[config.mk]
export PLATFORM = sky130hd
export DESIGN_NAME = bool_truth_scanner_flat
export DESIGN_NICKNAME = d
export VERILOG_FILES = /design/src/rtl/bool_truth_scanner_if.sv /design/src/rtl/bool_truth_scanner.sv /design/src/flat_wrapper.sv
export SDC_FILE = /design/constraint.sdc
export NUM_CORES = 1
export LEC_CHECK = 0
export BUFFER_PORTS_ARGS = -buffer_cell sky130_fd_sc_hd__buf_2
export CORE_MARGIN = 2
export CORE_UTILIZATION = 47
export CTS_CLUSTER_SIZE = 12
export DETAILED_ROUTE_END_ITERATION = 10
export PLACE_DENSITY_LB_ADDON = 0.15
export SYNTH_ARGS = -nofsm -noshare
export SYNTH_HDL_FRONTEND = slang
export SYNTH_SLANG_ARGS = --single-unit
export TNS_END_PERCENT = 10
[constraint.sdc]
create_clock -name clk -period 1.45 [get_ports clk]
set_input_delay 0.145 -clock clk [delete_from_list [all_inputs] [get_ports clk]]
set_output_delay 0.145 -clock clk [all_outputs]
set_load 0.05 [all_outputs]
[src/rtl/bool_truth_scanner_if.sv]
// Stimulus/capture bundle between the truth-table scanner and the lab bench.
// The scanner owns a/b/c and the status outputs; the bench owns start, d and the expected table.
interface bool_truth_scanner_if;
   logic       start;
   logic       a;
   logic       b;
   logic       c;
   logic       d;
   logic [7:0] expected;
   logic       busy;
   logic       done;
   logic [7:0] truth_table;
   logic       match;

   modport master (
      output start, d, expected,
      input  a, b, c, busy, done, truth_table, match
   );

   modport slave (
      input  start, d, expected,
      output a, b, c, busy, done, truth_table, match
   );
endinterface

[src/rtl/bool_truth_scanner.sv]
// Walks {a,b,c} through all 8 vectors, samples d after a settle window,
// and compares the captured truth table against the expected one.
module bool_truth_scanner #(
   parameter int unsigned SETTLE = 2
) (
   input logic                  clk,
   input logic                  rst_n,
   bool_truth_scanner_if.slave  scan
);

   localparam int unsigned CNT_W   = 4;
   localparam int unsigned VEC_W   = 3;
   localparam int unsigned TBL_W   = 8;
   localparam logic [CNT_W-1:0] CNT_LAST = CNT_W'(SETTLE - 1);
   localparam logic [VEC_W-1:0] VEC_LAST = VEC_W'(7);

   typedef enum logic [1:0] {
      IDLE = 2'd0,
      SCAN = 2'd1,
      DONE = 2'd2
   } state_t;

   state_t             state_q, state_d;
   logic [VEC_W-1:0]   vec_q,   vec_d;
   logic [CNT_W-1:0]   cnt_q,   cnt_d;
   logic [TBL_W-1:0]   tbl_q,   tbl_d;
   logic               valid_q, valid_d;
   logic               busy_q,  busy_d;
   logic               done_q,  done_d;
   logic               window_end;

   assign window_end = (cnt_q == CNT_LAST);

   // State and datapath registers
   always_ff @(posedge clk or negedge rst_n) begin
      if (!rst_n) begin
         state_q <= IDLE;
         vec_q   <= '0;
         cnt_q   <= '0;
         tbl_q   <= '0;
         valid_q <= 1'b0;
         busy_q  <= 1'b0;
         done_q  <= 1'b0;
      end else begin
         state_q <= state_d;
         vec_q   <= vec_d;
         cnt_q   <= cnt_d;
         tbl_q   <= tbl_d;
         valid_q <= valid_d;
         busy_q  <= busy_d;
         done_q  <= done_d;
      end
   end

   // Next-state and next-register values
   always_comb begin
      state_d = state_q;
      vec_d   = vec_q;
      cnt_d   = cnt_q;
      tbl_d   = tbl_q;
      valid_d = valid_q;
      busy_d  = busy_q;
      done_d  = 1'b0;

      unique case (state_q)
         IDLE: begin
            if (scan.start) begin
               state_d = SCAN;
               busy_d  = 1'b1;
               vec_d   = '0;
               cnt_d   = '0;
               tbl_d   = '0;
               valid_d = 1'b0;
            end
         end

         SCAN: begin
            if (window_end) begin
               // Last edge of this vector's window: capture d, then advance
               tbl_d[vec_q] = scan.d;
               cnt_d        = '0;
               if (vec_q == VEC_LAST) begin
                  state_d = DONE;
                  busy_d  = 1'b0;
                  done_d  = 1'b1;
                  valid_d = 1'b1;
                  vec_d   = '0;
               end else begin
                  vec_d = vec_q + VEC_W'(1);
               end
            end else begin
               cnt_d = cnt_q + CNT_W'(1);
            end
         end

         DONE: begin
            state_d = IDLE;
         end

         default: begin
            state_d = IDLE;
            busy_d  = 1'b0;
            vec_d   = '0;
            cnt_d   = '0;
         end
      endcase
   end

   assign scan.a           = vec_q[2];
   assign scan.b           = vec_q[1];
   assign scan.c           = vec_q[0];
   assign scan.busy        = busy_q;
   assign scan.done        = done_q;
   assign scan.truth_table = tbl_q;

   // Only a completed scan may report a match; follows expected while idle
   assign scan.match = valid_q & (tbl_q == scan.expected);

endmodule
[src/flat_wrapper.sv]
// flat-port wrapper written by rule: the top's interface ports become plain ports
module bool_truth_scanner_flat 
#(
   parameter int unsigned SETTLE = 2
)
  (clk, rst_n, scan_start, scan_d, scan_expected, scan_a, scan_b, scan_c, scan_busy, scan_done, scan_truth_table, scan_match);
  bool_truth_scanner_if scan_i ();
  input logic clk;
  input logic rst_n;
  input wire logic [$bits(scan_i.start)-1:0] scan_start;
  input wire logic [$bits(scan_i.d)-1:0] scan_d;
  input wire logic [$bits(scan_i.expected)-1:0] scan_expected;
  output wire logic [$bits(scan_i.a)-1:0] scan_a;
  output wire logic [$bits(scan_i.b)-1:0] scan_b;
  output wire logic [$bits(scan_i.c)-1:0] scan_c;
  output wire logic [$bits(scan_i.busy)-1:0] scan_busy;
  output wire logic [$bits(scan_i.done)-1:0] scan_done;
  output wire logic [$bits(scan_i.truth_table)-1:0] scan_truth_table;
  output wire logic [$bits(scan_i.match)-1:0] scan_match;
  assign scan_i.start = scan_start;
  assign scan_i.d = scan_d;
  assign scan_i.expected = scan_expected;
  assign scan_a = scan_i.a;
  assign scan_b = scan_i.b;
  assign scan_c = scan_i.c;
  assign scan_busy = scan_i.busy;
  assign scan_done = scan_i.done;
  assign scan_truth_table = scan_i.truth_table;
  assign scan_match = scan_i.match;
  bool_truth_scanner #(.SETTLE(SETTLE)) u_core (.clk(clk), .rst_n(rst_n), .scan(scan_i));
endmodule
# After elaboration in Yosys (flattened, before gate mapping)
# Index checks and enable logic that the tools add are counted.
# op_classes
n_addsub	2
n_lt_le_gt_ge	2
n_eq_ne	8
mux	28
bitwise_logic	2
reduce_logical	9
# op_table
op	n
$mux W8	2
$pmux W8 S2	1
$pmux W4 S3	1
$mux W1	10
$mux W3	3
$pmux W3 S3	1
$reduce_and A3 Y1	3
$bwmux W8	1
$eq A8 B8 Y1	1
$mux W4	2
$reduce_and A4 Y1	2
$mux W2	3
$add A4 B1 Y4 const B	1
$eq A4 B1 Y1 const B	1
$lt A3 B4 Y1 const B	1
$ne A2 B1 Y1 const B	2
$pmux W2 S2	1
$add A3 B1 Y3 const B	1
$demux W1 S3	1
$eq A3 B3 Y1 const B	1
$ge A3 B1 Y1 const B	1
$pmux W1 S3	1
$eq A2 B1 Y1 const B	1
$eq A2 B2 Y1 const B	1
8 further kinds	8
# totals
register_bits	20
output_inout_bits	14

# Logic depth before layout (Yosys ltp)
# depth
word_depth	7
depth_mapped	5

# Worst setup path after synthesis
# Ideal clock, no wire load.
# synth_path
path_type	register to output
start	register u_core.tbl_q[6], in the netlist u_core.scan.truth_table[6]
end	output port scan_match
t_arrival_ps	1999
required_ps	1305
slack_ps	-694
stages_incl_launch_ff	4
path_cell_list	dfrtp_1 xnor2_1 nand3_1 nor3_1
# synth_between
elab_chain_len	2
# synth_rtl
element	line_no	text
start: declaration	bool_truth_scanner.sv:26	logic [TBL_W-1:0] tbl_q, tbl_d;
start signal: assignment	bool_truth_scanner.sv:48	tbl_q <= tbl_d;
$eq A8 B8 Y1	bool_truth_scanner.sv:117	assign scan.match = valid_q & (tbl_q == scan.expected);
$and A1 B1 Y1	bool_truth_scanner.sv:117	
end: declaration	flat_wrapper.sv:19	output wire logic [$bits(scan_i.match)-1:0] scan_match;
# No other way between the ends.

# Final worst setup path
# layout_path
start	register u_core.cnt_q[1]
end	register u_core.tbl_q[6], in the netlist u_core.scan.truth_table[6]
# layout_between
elab_chain_len	3
# layout_rtl
element	line_no	text
start: declaration	bool_truth_scanner.sv:25	logic [CNT_W-1:0] cnt_q, cnt_d;
start signal: assignment	bool_truth_scanner.sv:47	cnt_q <= cnt_d;
$eq A4 B1 Y1	bool_truth_scanner.sv:32	assign window_end = (cnt_q == CNT_LAST);
$ne A2 B1 Y1 (no source line)	-	
$reduce_and A3 Y1 (no source line)	-	
# No other way between the ends.
# A chain may end at the register's enable or synchronous reset.

==> impl_metrics.yaml <==
power_and_ir_drop:
  switchingPower_w: 0.00133
  clockPowerShare_pct: 11.3
  p_seq_share_pct: 32.5
  vdd_drop_max_mv: 1.41
  internal_power_w: 0.00163
  p_leak_nw: 0.679
  p_per_area_mw_per_mm2: 1940
  sw_frac_of_total_pct: 44.9
  power_frac_comb_pct: 56.3
timing:
  final.min_clock_period_ns: 1.63
  slew_violations: 0
  max_freq_mhz: 613
  fin_ws_ns: -0.182
  relSlewSlack_pct: 69.4
  tightestPinTransition_ns: 0.459
  rsz0062_at_grt: "true"
  fin_skew_ns: 0.00284
  finalSetupViolations: 9
  tns_ns: -1.13
  finalHoldViolCount: 0
  fin_crit_sh_pct: 113
critical_path:
  crit_path_end_kind: "flop"
  r2r-start: "u_core.cnt_q[1]"
  rr_worst_depth: 5
  rrSetupSlack_ns: -0.18
  path_max_fanout: 4
  start_kind: "flop"
  cp_data_arrival_time_ns: 1.89
  critPathCapture: "u_core.scan.truth_table[6]"
  rr_endpoint: "u_core.scan.truth_table[6]"
  critPathLaunch: "u_core.cnt_q[1]"
  required_ns: 1.70
  worst-setup-path-type: "reg2reg"
global_routing:
  grt_pass1_wl_um: 4220
  grtUsageTotal_pct: 20.5
  grt_max_degree: 21
  antenna_found_initial: 0
  overflow: 0
  grt_pass1_vias: 934
detailed_routing:
  ant_nets: 0
  drc: 0
  vias_per_cell: 5.62
  wl_per_cell_um: 14.4
  vias: 1001
  drt_iter0_markers: 7
  dr.pass1.iters: 4
  totalWireLength_um: 2560
floorplanning:
  num_rows: 18
  fp.dieH_um: 53.8
  start_util_pct: 48.4
  fp.coreArea_mm2: 0.00241
  io_pins: 26
  dieArea_mm2: 0.00290
  die_width_um: 53.8
place:
  gp_routability_congestion: 0.885
  post-place-cells: 169
  dp_hpwl_um: 1910
  io_buffer_count: 25
clocking:
  numCtsBuffers: 3
  insertion_delay_ns: 0.31
  cts_buffer_depth: 2
  cts_tree: "done"
  ctsHtreeMaxLevel: 1
  cts_root_buf: "clkbuf_4"
  cts_sinks: 20
  path_clk_slew_ns: 0.12
yosys:
  yosysTopAreaCellShare_pct: 42.9
  ys_warn_count: 0
  synth_top_area_cell: "dfrtp_1"
  syn_nets: 122
  yosysUniqueCellTypes: 39
  syn_area_per_cell_um2: 11.0
  ys_ff_latch: 20
  syn_area_mm2: 0.00117
  ys_seq_area_share_pct: 42.9
  syn_inst: 106
  synth.area.top_cells: "dfrtp_1 (43%), a221o_1 (6.0%), xnor2_1 (6.0%)"
layout:
  final_cells: 178
  regArea_um2: 512
  multi_input_area_um2: 648
  layout_commonest_cell: "buf_2"
  drive_above_1_share_pct: 47.3
  layout_common_cells: "buf_2 (24), buf_4 (16), dfrtp_1 (11)"
  areaGrowthSynthToFinish_pct: 30.8
  nets: 165
  fillCellCount: 210
  utilization_pct: 63.3
  antenna_cells: 0
run_status:
  outcome: "complete, but fails checks"
  violations: "setup timing"
run:
  maxCapViolations: 0
hold_path:
  min_path_type: "in2reg"
-- power groups by stage --
stage | registers (W) | clock network [W] | logic [W]
floorplan | 0.00126 | 0 | 0.000799
global placement | 0.000956 | 0 | 0.00153
detailed placement | 0.000967 | 0 | 0.00157
CTS | 0.000953 | 0.000339 | 0.00159
global route | 0.00100 | 0.000364 | 0.00183
finish | 0.000963 | 0.000334 | 0.00167
-- cell families (layout without fill, tap and decap cells) --
logic type      count (synthesis)  after routing  synth area share (%)
xor+xnor                        8              8                  6.01
compound gates                 28             28                  20.5
mux                             3              3                  2.68
flops                          20             20                  42.9
fa+ha+maj                       4              4                  4.29
buf+inv                        12             54                  4.51
simple gates                   31             31                  19.1
-- how the worst min path moves through the flow --
stage | startpoint | end | slack (ns) | depth (start not counted)
floorplan | rst_n | u_core.cnt_q[0] | -0.15 | 0
global placement | rst_n | u_core.scan.truth_table[0] | 0.12 | 1
detailed placement | rst_n | u_core.scan.truth_table[0] | 0.12 | 1
CTS | scan_start | u_core.state_q[0] | 0.1 | 3
global route | scan_start | u_core.state_q[0] | 0.13 | 3
finish | scan_start | u_core.state_q[0] | 0.10 | 3
-- routing by layer --
layer	vias to the layer above	share of wire (%)	GRT usage, %
met5	-	0	0
met4	0	1.8	8.97
met3	4	3.5	3.61
met2	26	50	35.0
met1	477	44	25.1
li1	494	-	-
-- synth_stat cells --
library cell / count
o2bb2ai_1: 1
xnor2_1: 8
buf_4: 1
mux2i_1: 2
a21oi_2: 1
o21ai_0: 1
and2b_1: 1
dfrtp_1: 20
nand3b_1: 1
ha_1: 4
a221o_2: 1
and2b_2: 1
a211o_1: 1
or2_2: 1
nand2_1: 3
nand2b_1: 2
a31oi_1: 2
o311a_1: 4
a32o_1: 1
o22ai_1: 3
nor2_1: 4
nor2b_1: 3
or3b_4: 1
a41oi_1: 1
nor3b_4: 1
a21oi_1: 1
nor3_1: 2
nor4_4: 1
mux2_2: 1
inv_1: 8
buf_2: 3
nand3_1: 4
a211oi_1: 3
nand4_1: 1
and3_1: 3
a311oi_1: 1
nor3b_2: 1
a221o_1: 7
nor3_4: 1
-- layout make-up --
type | count | area share [%]
clock buffers | 4 | 2.38
inverters | 8 | 1.97
multi-input cells | 74 | 42.5
flip-flops and latches | 20 | 33.6
well taps | 30 | 2.46
repair buffers | 42 | 17.1
-- state kept, by name, summed over array words and instances (netlist names) --
name	count
u_core.scan.done	1
u_core.cnt_q	4
u_core.state_q	2
u_core.vec_q	3
u_core.valid_q	1
u_core.scan.truth_table	8
u_core.scan.busy	1
-- worst max-delay path, stage by stage (launching register included) --
cell	delay [ns]
dfrtp_1	0.40
inv_2	0.08
ha_4	0.12
or3b_4	0.41
nor4_4	0.37
a221o_2	0.20
-- stage by stage --
stage	instance area [um2]	setup slack [ns]	hold slack, ns	power [W]
global route	1530	-0.264	0.129	0.00319
CTS	1490	-0.160	0.0959	0.00289
finish	1530	-0.182	0.103	0.00297
detailed placement	1420	-0.131	0.118	0.00254
global placement	1420	-0.0972	0.118	0.00248
floorplan	1190	-0.0954	-0.151	0.00206
-- timing repair --
action,CTS,global route
gates resized for setup,3,5
setup endpoints to repair,12,13
hold buffers,1,0
buffers inserted,1,3
pin swaps,6,3
hold endpoints to repair,20,0
(Power assumes the default switching activity.)
